--- config.mk ---
export PLATFORM = sky130hd
export DESIGN_NAME = dual_edge_capture
export DESIGN_NICKNAME = d
export VERILOG_FILES = /design/src/rtl/dual_edge_capture.sv
export SDC_FILE = /design/constraint.sdc
export NUM_CORES = 1
export LEC_CHECK = 0
export CORE_MARGIN = 1.5
export CORE_UTILIZATION = 45
export DETAILED_ROUTE_END_ITERATION = 8
export HOLD_SLACK_MARGIN = 0.03
export PLACE_DENSITY = 0.67
export SYNTH_ARGS = -nofsm -noshare
export SYNTH_HDL_FRONTEND = slang
export SYNTH_SLANG_ARGS = --single-unit
export TNS_END_PERCENT = 10
--- constraint.sdc ---
create_clock -name clk_i -period 5.8 [get_ports clk_i]
set_input_delay 1.16 -clock clk_i [delete_from_list [all_inputs] [get_ports clk_i]]
set_output_delay 1.16 -clock clk_i [all_outputs]
set_load 0.005 [all_outputs]
--- src/rtl/dual_edge_capture.sv ---
// dual_edge_capture: pairs DDR beats (A on falling edge, B on rising edge) into words and buffers them in a FIFO
// Ports: clk_i/arst_ni clock and async active-low reset; ddr_valid_i/ddr_data_i DDR beat input;
//   clear_i clears sticky flags and drop counter; m_data_o/m_valid_o/m_ready_i output stream {B,A};
//   count_o FIFO occupancy; ovf_o/misalign_o sticky flags; drop_cnt_o dropped-pair counter.
// Macro DUAL_EDGE_CAPTURE_DROP_CNT_EN builds the saturating drop counter; otherwise drop_cnt_o is 0.
module dual_edge_capture #(
  parameter int WIDTH = 8,
  parameter int DEPTH = 4
) (
  input  logic                       clk_i,
  input  logic                       arst_ni,
  input  logic                       ddr_valid_i,
  input  logic [WIDTH-1:0]           ddr_data_i,
  input  logic                       clear_i,
  output logic [2*WIDTH-1:0]         m_data_o,
  output logic                       m_valid_o,
  input  logic                       m_ready_i,
  output logic [$clog2(DEPTH):0]     count_o,
  output logic                       ovf_o,
  output logic                       misalign_o,
  output logic [15:0]                drop_cnt_o
);
  localparam int AW = $clog2(DEPTH);
  localparam int CW = AW + 1;
  logic [WIDTH-1:0] neg_data_q, neg_data_d;
  logic neg_valid_q, neg_valid_d, armed_q, armed_d;
  logic [2*WIDTH-1:0] pair_data_q, pair_data_d, last_q, last_d;
  logic pair_vld_q, pair_vld_d, ovf_q, ovf_d, mis_q, mis_d;
  logic [2*WIDTH-1:0] mem_q [DEPTH];
  logic [2*WIDTH-1:0] mem_d [DEPTH];
  logic [AW-1:0] wr_ptr_q, wr_ptr_d, rd_ptr_q, rd_ptr_d;
  logic [CW-1:0] count_q, count_d;
  logic pop, space, push, ovf_evt, mis_evt;
  // armed_q marks that a falling edge has been sampled since reset, so the
  // first rising edge after release cannot report a bogus misalignment
  always_comb begin
    neg_data_d = ddr_data_i;
    neg_valid_d = ddr_valid_i;
    armed_d = 1'b1;
  end
  always_ff @(negedge clk_i or negedge arst_ni) begin
    if (!arst_ni) begin
      neg_data_q <= '0;
      neg_valid_q <= 1'b0;
      armed_q <= 1'b0;
    end else begin
      neg_data_q <= neg_data_d;
      neg_valid_q <= neg_valid_d;
      armed_q <= armed_d;
    end
  end
  always_comb begin
    pop = (count_q != '0) & m_ready_i;
    space = (count_q != CW'(DEPTH)) | pop;
    push = pair_vld_q & space;
    ovf_evt = pair_vld_q & ~space;
    mis_evt = armed_q & (ddr_valid_i ^ neg_valid_q);
    pair_data_d = {ddr_data_i, neg_data_q};
    pair_vld_d = ddr_valid_i & neg_valid_q;
    mem_d = mem_q;
    if (push) mem_d[wr_ptr_q] = pair_data_q;
    wr_ptr_d = wr_ptr_q + AW'(push);
    rd_ptr_d = rd_ptr_q + AW'(pop);
    count_d = count_q + CW'(push) - CW'(pop);
    last_d = pop ? mem_q[rd_ptr_q] : last_q;
    ovf_d = ovf_evt | (ovf_q & ~clear_i);
    mis_d = mis_evt | (mis_q & ~clear_i);
  end
  always_ff @(posedge clk_i or negedge arst_ni) begin
    if (!arst_ni) begin
      pair_data_q <= '0;
      pair_vld_q <= 1'b0;
      mem_q <= '{default: '0};
      wr_ptr_q <= '0;
      rd_ptr_q <= '0;
      count_q <= '0;
      last_q <= '0;
      ovf_q <= 1'b0;
      mis_q <= 1'b0;
    end else begin
      pair_data_q <= pair_data_d;
      pair_vld_q <= pair_vld_d;
      mem_q <= mem_d;
      wr_ptr_q <= wr_ptr_d;
      rd_ptr_q <= rd_ptr_d;
      count_q <= count_d;
      last_q <= last_d;
      ovf_q <= ovf_d;
      mis_q <= mis_d;
    end
  end
  // when empty, the output keeps showing the most recently popped word
  assign m_valid_o = count_q != '0;
  assign m_data_o = m_valid_o ? mem_q[rd_ptr_q] : last_q;
  assign count_o = count_q;
  assign ovf_o = ovf_q;
  assign misalign_o = mis_q;
`ifdef DUAL_EDGE_CAPTURE_DROP_CNT_EN
  logic [15:0] drop_q, drop_d;
  logic [16:0] drop_sum;
  // an overflow of the previous pair and a misaligned current pair can land on the same edge
  always_comb begin
    drop_sum = {1'b0, clear_i ? 16'd0 : drop_q} + 17'(ovf_evt) + 17'(mis_evt);
    drop_d = drop_sum[16] ? 16'hFFFF : drop_sum[15:0];
  end
  always_ff @(posedge clk_i or negedge arst_ni) begin
    if (!arst_ni) drop_q <= '0;
    else drop_q <= drop_d;
  end
  assign drop_cnt_o = drop_q;
`else
  assign drop_cnt_o = '0;
`endif
endmodule

== Yosys cells after proc, flatten, opt, wreduce, memory -nomap -nowiden ==
Cells that the tools add are included.

* Bits in registers: 116

* $add $sub $neg: 4
* Magnitude comparators: 3
* Equality and inequality tests: 1
* Mux-type cells: 7
* Bitwise operators: 15
* Reduce and logical (&&, ||, !) cells: 2

{| class="wikitable"
|+ Operators by type and width
! operator !! number
|-
| $bwmux W64 || 1
|-
| $mux W16 || 4
|-
| $bmux W16 S2 || 1
|-
| $demux W16 S2 || 1
|-
| $and A1 B1 Y1 || 7
|-
| $ge A3 B3 Y1 const B || 2
|-
| $not A2 Y3 || 2
|-
| $add A2 B1 Y2 || 2
|-
| $add A3 B1 Y3 || 1
|-
| $lt A3 B1 Y1 const B || 1
|-
| $ne A3 B3 Y1 const B || 1
|-
| $or A1 B1 Y1 || 3
|-
| $reduce_bool A3 Y1 || 1
|-
| $sub A3 B1 Y3 || 1
|-
| $not A1 Y1 || 2
|-
| $logic_and A1 B1 Y1 || 1
|-
| $xor A1 B1 Y1 || 1
|}

== Logic depth before layout (Yosys ltp) ==
Gate-level depths: netlist of the first run.

* Depth after elaboration: 6
* Depth in mapped cells: 12
* Mapped depth without buffers: 10

==> results.ini, run 1 <==
[sta]
clock_skew_ns = 0.06765
slew_headroom = 0.4025
worst-slew-pin-transition_ns = 0.8963
final.setup.tns_ns = 0
holdWs_ns = 0.4983
final-setup-viol-count = 0
rsz0062_at_grt = no
maxSlewViolCount = 0
finalHoldViolCount = 0

[cells_and_area]
num_antenna_cells = 0
fillerInstances = 833
fin_nets = 350
syn_to_final_growth_pct = 20.66
drive_above_1_share = 0.4448
stdcell_count = 480
finish.instance_area_sq_mm = 0.005847

[floorplanning]
io_pins = 51
die_h_um = 106.8
dieArea_sq_mm = 0.01140
rows = 37
core_area_sq_mm = 0.01037
dieWidth_um = 106.8
start_util = 0.4673

[yosys]
synth_xor_area_frac = 0.007230
yosys_warnings = 0
synth_top_family_by_area = multiplexers
synth.area.top_cells = dfrtp_1 55%, mux2_2 22%, mux4_2 7.4%
synth_compound_area_frac = 0.002324
synth.distinct_cells = 24
yosysSeqAreaShare = 0.5990
avgSynthCellArea_sq_um = 16.77
synthMuxAreaShare = 0.2974
yosysMostFrequentCell = dfrtp_1
synth_edf_count = 0
synth_top_area_share = 0.5474
synthFlopType = dfrtp_1
ys_ff_latch = 116
synth-adder-area-share = 0.01704
yosys.area_share.simple = 0.02479
synth_cells = 289
synthTopCellsByCount = 106 x dfrtp_1, 96 x mux2_2, 17 x buf_4
synth_top_cell_by_area = dfrtp_1
syn_area_sq_mm = 0.004846
async_flop_share = 1.000

[global_routing]
grt_max_degree = 45
grt_pass1_wl_um = 13970
grtUsageTotal = 0.1681
antenna_found_initial = 0
grt_overflow = 0
first_global_vias = 2585

[run]
maxCapViolations = 0

[critical_path]
critical_path.top_delay_family = buffers and inverters
start_kind = input pin
worst_path_max_delay_cell = clkdlybuf4s50_1
cp-end-kind = flip-flop
crit_buf_inv = 1
crit_chain = clkdlybuf4s50_1
worstPathMaxFanout = 2
worst-setup-path-type = in2reg
critPathMaxStageDelay_ns = 0.44
crit_arrival_ns = 1.60
required_ns = 3.17

[detailed_routing]
num_vias = 2440
drtIter0Drc = 54
wl_per_cell_um = 17.28
dr.pass1.iters = 4
drcViolationCount = 0
routed_wl_um = 8294
ant_nets = 0
via_per_inst = 5.083

[placement]
placedCellCount = 448
io_buffers = 34
postPlaceCellArea_sq_mm = 0.005218
dpl.hpwl_um = 5169
gp_congestion = 0.6905

[clocking]
clock_latency_ns = 0.51
cts.reportedPaths.clkPinSlew_ns = 0.05
cts_root_buffer = clkbuf_8
cts_tree = done
cts_buffer_depth = 2
post_cts.repair.setup_buffers = 0
cts_buffers = 17
cts_resized = 0
htree_levels = 4
hold_buffers = 0
numClockSinks = 116

[power]
peakVddDrop_mv = 0.2778
p_leak_nw = 2.562
powerDensity_mw_per_mm2 = 621.5

[status]
status = finished clean

[worst_hold_path]
hp-class = reg2reg

## cells by family (layout without fill, tap and decap cells)
group                    Yosys count  after routing
XOR/XNOR                           4              4
other                              2             17
multiplexers                     112            112
flip-flops                       116            116
AND/OR/NAND/NOR                   10             10
adder cells (fa/ha/maj)            6              6
buffers and inverters             37             77
AO/OA/AOI/OAI                      2              2
## sequential cells by signal, summed over array words and instances (netlist names)
signal	flops
armed_q	1
count_o	3
last_q	16
mem_q	64
misalign_o	1
neg_data_q	8
neg_valid_q	1
ovf_o	1
pair_data_q	16
pair_vld_q	1
rd_ptr_q	2
wr_ptr_q	2
## placed cells by master, fill, tap and decap left out, types with 2 or more instances in the layout
cell	n
inv_1	8
bufinv_16	4
xnor2_1	2
clkbuf_8	2
mux2_2	96
dfrtn_1	10
buf_4	4
conb_1	17
inv_6	3
clkdlybuf4s50_1	33
nand4b_4	2
ha_1	5
clkinvlp_4	5
xor2_1	2
dfrtp_1	106
nand2_1	2
mux4_2	16
clkbuf_16	16
clkinv_4	2
## power by group
part | switching (mW) | total, mW | internal, mW | leakage [nW]
Sequential | 0.208 | 1.34 | 1.13 | 1.39
Combinational | 0.386 | 1.20 | 0.818 | 0.883
Clock | 0.375 | 1.09 | 0.713 | 0.291
Total | 0.969 | 3.63 | 2.66 | 2.56
## layer usage
layer	GRT usage	vias up	wire length (um)
li1	-	1092	-
met1	0.2134	1291	3638
met2	0.2679	50	4280
met3	0.05532	7	286
met4	0.06571	0	87
met5	0	-	0
## cell type report
class,count,area (sq um),area share
clock inverter,14,201.4,0.03445
timing repair buffer,37,360.3,0.06163
sequential,116,2903,0.4965
clock buffer,18,427.9,0.07319
inverter,8,30.03,0.005136
tap,136,170.2,0.02910
multi-input combinational,151,1754,0.3000
## final timing paths
| path | from | endpoint | slack, ns | depth (start not counted) |
|---|---|---|---|---|
| worst max-delay path | ddr_data_i[7] | neg_data_q[7]$_DFF_NN0_ | 1.58 | 1 |
| worst min-delay path | last_q[3]$_DFFE_PN0P_ | last_q[3]$_DFFE_PN0P_ | 0.50 | 1 |
| worst max register to register | neg_valid_q$_DFF_NN0_ | misalign_o$_DFF_PN0_ | 2.11 | 3 |
| worst min register to register | last_q[3]$_DFFE_PN0P_ | last_q[3]$_DFFE_PN0P_ | 0.50 | 1 |
| max in group asynchronous | arst_ni | neg_data_q[6]$_DFF_NN0_ | 1.88 | 1 |
| min in group asynchronous | arst_ni | ovf_o$_DFF_PN0_ | 0.65 | 1 |
## metrics by stage
step / util / setup WS, ns / total power, mW
final: 0.5638 / 1.577 / 3.634
after global routing: 0.5638 / 1.575 / 3.852
after CTS: 0.5638 / 1.593 / 3.689
after detailed placement: 0.5031 / 1.118 / 2.581
after global placement: 0.5031 / 1.150 / 2.535
after floorplan: - / 1.596 / 2.113
No activity file was read; power rests on OpenSTA's default activity.
==> run 2, diff against run 1 <==
Settings changed: PLACE_DENSITY 0.67 to 0.69.
Clock period 5.8 ns to 3.5 ns, I/O delays scaled along.
==> results.ini, run 2 (same netlist as run 1, synthesis figures left out) <==
[status]
status = finished clean  ; unchanged

[cells_and_area]
drive_above_1_share = 0.4483  ; was 0.4448
num_antenna_cells = 0  ; unchanged
syn_to_final_growth_pct = 20.97  ; was 20.66%
largest_register_ffs = 64  ; unchanged
final_common_cell = dfrtp_1  ; unchanged
fillerInstances = 814  ; was 833
top_regs = mem_q (64), last_q (16), pair_data_q (16)  ; unchanged
final_cell_mix = 106 x dfrtp_1, 96 x mux2_2, 33 x clkdlybuf4s50_1  ; unchanged
regArea_sq_mm = 0.002903  ; unchanged
finish.instance_area_sq_mm = 0.005862  ; was 0.005847 sq mm
top_register = mem_q  ; unchanged
utilization = 0.5653  ; was 0.5638
fin_nets = 354  ; was 350
multi_input_area_sq_mm = 0.001754  ; unchanged

[global_routing]
first_global_vias = 2606  ; was 2585
grtUsageTotal = 0.1636  ; was 0.1681
antenna_found_initial = 0  ; unchanged
grt_overflow = 0  ; unchanged
grt_max_degree = 45  ; unchanged
grt_pass1_wl_um = 13680  ; was 13970 um

[clocking]
numClockSinks = 116  ; unchanged
cts_tree = done  ; unchanged
cts.reportedPaths.clkPinSlew_ns = 0.06  ; was 0.05 ns
clock_latency_ns = 0.49  ; was 0.51 ns
hold_buffers = 0  ; unchanged
cts_buffers = 17  ; unchanged
htree_levels = 4  ; unchanged
post_cts.repair.setup_buffers = 0  ; unchanged
cts_resized = 0  ; unchanged
cts_buffer_depth = 2  ; unchanged
cts_root_buffer = clkbuf_8  ; unchanged

[critical_path]
reg2regPathDepth = 10  ; was 3
required_ns = 2.80  ; was 3.17 ns
reg2reg_from = count_o[1]$_DFF_PN0_  ; was neg_valid_q$_DFF_NN0_
crit_end = m_data_o[9]  ; was neg_data_q[7]$_DFF_NN0_
start_kind = flip-flop  ; was input pin
crit_arrival_ns = 2.57  ; was 1.60 ns
r2r_end = count_o[2]$_DFF_PN0_  ; was misalign_o$_DFF_PN0_
setup.worst_path.start = count_o[1]$_DFF_PN0_  ; was ddr_data_i[7]
worst-setup-path-type = reg2out  ; was in2reg
cp-end-kind = output port  ; was flip-flop
worstPathMaxFanout = 18  ; was 2
r2r_slack_ns = 0.73  ; was 2.11 ns

[sta]
maxSlewViolCount = 0  ; unchanged
post-route-min-period_ns = 3.266
final.setup.tns_ns = 0  ; unchanged
final-setup-viol-count = 0  ; unchanged
finalHoldViolCount = 0  ; unchanged
finalCritPeriodShare = 0.9330
worst-slew-pin-transition_ns = 0.8756  ; was 0.8963 ns
fmax_mhz = 306.2
slew_headroom = 0.4163  ; was 0.4025
clock_skew_ns = 0.06455  ; was 0.06765 ns
fin_ws_ns = 0.2345  ; was 1.577 ns
rsz0062_at_grt = no  ; unchanged

[floorplanning]
start_util = 0.4673  ; unchanged
dieWidth_um = 106.8  ; unchanged
die_h_um = 106.8  ; unchanged
core_area_sq_mm = 0.01037  ; unchanged
io_pins = 51  ; unchanged
rows = 37  ; unchanged
dieArea_sq_mm = 0.01140  ; unchanged

[detailed_routing]
drcViolationCount = 0  ; unchanged
wl_per_cell_um = 17.05  ; was 17.28 um
num_vias = 2419  ; was 2440
drtIter0Drc = 83  ; was 54
dr.pass1.iters = 4  ; unchanged
via_per_inst = 4.998  ; was 5.083
ant_nets = 0  ; unchanged
routed_wl_um = 8250  ; was 8294 um

[placement]
gp_congestion = 0.7108  ; was 0.6905
dpl.hpwl_um = 5089  ; was 5169 um
postPlaceCellArea_sq_mm = 0.005248  ; was 0.005218 sq mm
pre_cts_slack_ns = 0.4353  ; was 1.118 ns
io_buffers = 34  ; unchanged

[power]
powerDensity_mw_per_mm2 = 1025  ; was 621.5 mW/mm^2
power_mw = 6.007  ; was 3.634 mW
p_leak_nw = 2.579  ; was 2.562 nW
peakVddDrop_mv = 0.4341  ; was 0.2778 mV

[run]
maxCapViolations = 0  ; unchanged

[worst_hold_path]
hp-class = in2async  ; was reg2reg

==> run 2: where the power goes <==
group	switching (mW)	leakage [nW]	internal (mW)
Combinational	0.711	0.902	1.37
Sequential	0.286	1.39	1.88
Clock	0.590	0.290	1.17
==> run 2: per-layer routing <==
layer	up-vias	share of wire	global-route usage
li1	1092	-	-
met1	1277	0.44	0.2052
met2	43	0.53	0.2711
met3	7	0.029	0.05046
met4	0	0.0092	0.05333
met5	-	0	0
==> run 2: metrics by stage <==
stage,std cells,hold WS (ns)
after floorplan,304,0.4044
after global placement,452,0.4819
after detailed placement,452,0.4895
after CTS,484,0.1688
after global routing,484,0.1741
final,484,0.1665
==> run 2: worst min-delay path by stage <==
stage                                     start                       end  depth (start not counted)
after floorplan                         arst_ni      count_o[0]$_DFF_PN0_                          0
after global placement    mem_q[20]$_DFFE_PN0P_     mem_q[20]$_DFFE_PN0P_                          1
after detailed placement  last_q[7]$_DFFE_PN0P_     last_q[7]$_DFFE_PN0P_                          1
after CTS                               arst_ni  pair_data_q[3]$_DFF_PN0_                          1
after global routing                    arst_ni  pair_data_q[3]$_DFF_PN0_                          1
final                                   arst_ni  pair_data_q[3]$_DFF_PN0_                          1
==> run 2: critical path, cell delays in order, from the launching register on <==
cell	delay, ns
dfrtp_1	0.44
or3_1	0.74
mux2_2	0.43
clkdlybuf4s50_1	0.45
==> run 2: cell type report <==
| type | count | share of cell area |
|---|---|---|
| tap | 136 | 0.02903 |
| clock inverter | 13 | 0.03116 |
| sequential | 116 | 0.4952 |
| multi-input combinational | 151 | 0.2993 |
| clock buffer | 19 | 0.07364 |
| inverter | 8 | 0.005123 |
| timing repair buffer | 41 | 0.06660 |
==> run 3, diff against run 2 <==
Settings changed: CORE_UTILIZATION 45 to 40, GPL_TIMING_DRIVEN set to 0, PLACE_DENSITY 0.69 to 0.61.
Clock period 3.5 ns to 3.45 ns, I/O delays scaled along.
==> results.ini, run 3 (same netlist as run 1, synthesis figures left out) <==
[cells_and_area]
top_register = mem_q  ; unchanged
syn_to_final_growth_pct = 25.02  ; was 20.97%
fin_nets = 377  ; was 354
num_antenna_cells = 0  ; unchanged
largest_register_ffs = 64  ; unchanged
final_cell_mix = 106 x dfrtp_1, 96 x mux2_2, 33 x clkdlybuf4s50_1  ; unchanged
stdcell_count = 518  ; was 484
final_common_cell = dfrtp_1  ; unchanged
drive_above_1_share = 0.4717  ; was 0.4483
top_regs = mem_q (64), last_q (16), pair_data_q (16)  ; unchanged
utilization = 0.5086  ; was 0.5653
finish.instance_area_sq_mm = 0.006058  ; was 0.005862 sq mm

[global_routing]
antenna_found_initial = 0  ; unchanged
grt_overflow = 0  ; unchanged
grtUsageTotal = 0.1550  ; was 0.1636
first_global_vias = 2693  ; was 2606
grt_max_degree = 63  ; was 45
grt_pass1_wl_um = 14590  ; was 13680 um

[clocking]
htree_levels = 4  ; unchanged
cts_root_buffer = clkbuf_16  ; was clkbuf_8
cts_buffers = 17  ; unchanged
hold_buffers = 0  ; unchanged
cts_resized = 4  ; was 0
cts_buffer_depth = 2  ; unchanged
clock_latency_ns = 0.40  ; was 0.49 ns
post_cts.repair.setup_buffers = 0  ; unchanged
cts_tree = done  ; unchanged
cts.reportedPaths.clkPinSlew_ns = 0.05  ; was 0.06 ns
numClockSinks = 116  ; unchanged

[sta]
rsz0062_at_grt = no  ; unchanged
post-route-min-period_ns = 3.270
final-setup-viol-count = 0  ; unchanged
finalCritPeriodShare = 0.9479
maxSlewViolCount = 0  ; unchanged
slew_headroom = 0.4768  ; was 0.4163
fmax_mhz = 305.8
clock_skew_ns = 0.02038  ; was 0.06455 ns
finalHoldViolCount = 0  ; unchanged
worst-slew-pin-transition_ns = 0.7848  ; was 0.8756 ns

[critical_path]
crit_arrival_ns = 2.58  ; was 2.57 ns
required_ns = 2.76  ; was 2.80 ns
worstPathMaxFanout = 10  ; was 18
start_kind = flip-flop  ; unchanged
worst-setup-path-type = reg2out  ; unchanged
cp-end-kind = output port  ; unchanged

[placement]
placedCellCount = 486  ; was 452
dpl.hpwl_um = 5597  ; was 5089 um
postPlaceCellArea_sq_mm = 0.005451  ; was 0.005248 sq mm
gp_congestion = 0.6752  ; was 0.7108
io_buffers = 34  ; unchanged

[worst_hold_path]
hp-class = in2async  ; unchanged

[detailed_routing]
drtIter0Drc = 74  ; was 83
routed_wl_um = 8790  ; was 8250 um
dr.pass1.iters = 4  ; unchanged
drcViolationCount = 0  ; unchanged
via_per_inst = 4.819  ; was 4.998
num_vias = 2496  ; was 2419
wl_per_cell_um = 16.97  ; was 17.05 um
ant_nets = 0  ; unchanged

[floorplanning]
io_pins = 51  ; unchanged
die_h_um = 113.1  ; was 106.8 um
dieArea_sq_mm = 0.01278  ; was 0.01140 sq mm
rows = 40  ; was 37
start_util = 0.4068  ; was 0.4673
dieWidth_um = 113.1  ; was 106.8 um
core_area_sq_mm = 0.01191  ; was 0.01037 sq mm

[power]
powerDensity_mw_per_mm2 = 1006  ; was 1025 mW/mm^2
power_mw = 6.094  ; was 6.007 mW
peakVddDrop_mv = 0.3192  ; was 0.4341 mV
p_leak_nw = 2.715  ; was 2.579 nW

[status]
status = finished clean  ; unchanged

[run]
maxCapViolations = 0  ; unchanged

-- run 3: cell count changes in the layout (fill, tap and decap cells not counted), sizes merged --
cell,delta
bufinv,-2
clkinv,-3
clkinvlp,-4
clkbuf,+12
buf,+20
-- run 3: worst max-delay path, stage by stage (launching register included) --
cell and delay [ns]:
dfrtp_1 0.34, buf_2 0.30, buf_6 0.25, mux4_2 0.54, mux2_2 0.30, clkdlybuf4s50_1 0.44
-- run 3: power breakdown --
part / internal [mW] / total (mW) / leakage (nW) / switching [mW]
logic: 1.43 / 2.18 / 1.03 / 0.751
registers: 1.91 / 2.19 / 1.39 / 0.281
clock network: 1.18 / 1.73 / 0.295 / 0.551
-- run 3: final cells by class --
class,instances,area (sq um)
Clock buffer,28,526.8
Clock inverter,4,70.07
Fill cell,1001,5853
Buffer,29,225.2
Sequential cell,116,2903
Timing Repair Buffer,35,365.4
Inverter,8,30.03
Multi-Input combinational cell,151,1754
Tap cell,147,183.9
-- run 3: through the flow --
stage	hold slack, ns	TNS, ns	worst slack [ns]
floorplan	0.3944	0	0.8159
global placement	0.4815	-321.85	-4.193
detailed placement	0.4880	0	0.08848
CTS	0.3958	0	0.02159
global route	0.4282	0	0.03540
finish	0.3740	0	0.1798
-- run 3: path summary, 6_finish.rpt --
path                       slack (ns)  cells past startpoint                    end                  start
min in group clk_i               0.50                      1  mem_q[15]$_DFFE_PN0P_  mem_q[15]$_DFFE_PN0P_
max in group asynchronous        0.68                      2  neg_valid_q$_DFF_NN0_                arst_ni
setup reg to reg                 0.56                     12   count_o[2]$_DFF_PN0_   count_o[1]$_DFF_PN0_
setup / recovery                 0.18                      5            m_data_o[0]  rd_ptr_q[0]$_DFF_PN0_
hold / removal                   0.37                      1  mem_q[46]$_DFFE_PN0P_                arst_ni
hold reg to reg                  0.50                      1  mem_q[15]$_DFFE_PN0P_  mem_q[15]$_DFFE_PN0P_
-- run 3: routing by layer --
layer / share of wire / up-vias / wire (um) / GRT usage
met4: 0.0099 / 0 / 87 / 0.06500
met5: 0 / - / 0 / 0
met1: 0.45 / 1309 / 3935 / 0.1990
li1: - / 1133 / - / -
met3: 0.034 / 7 / 297 / 0.03321
met2: 0.51 / 47 / 4469 / 0.2566
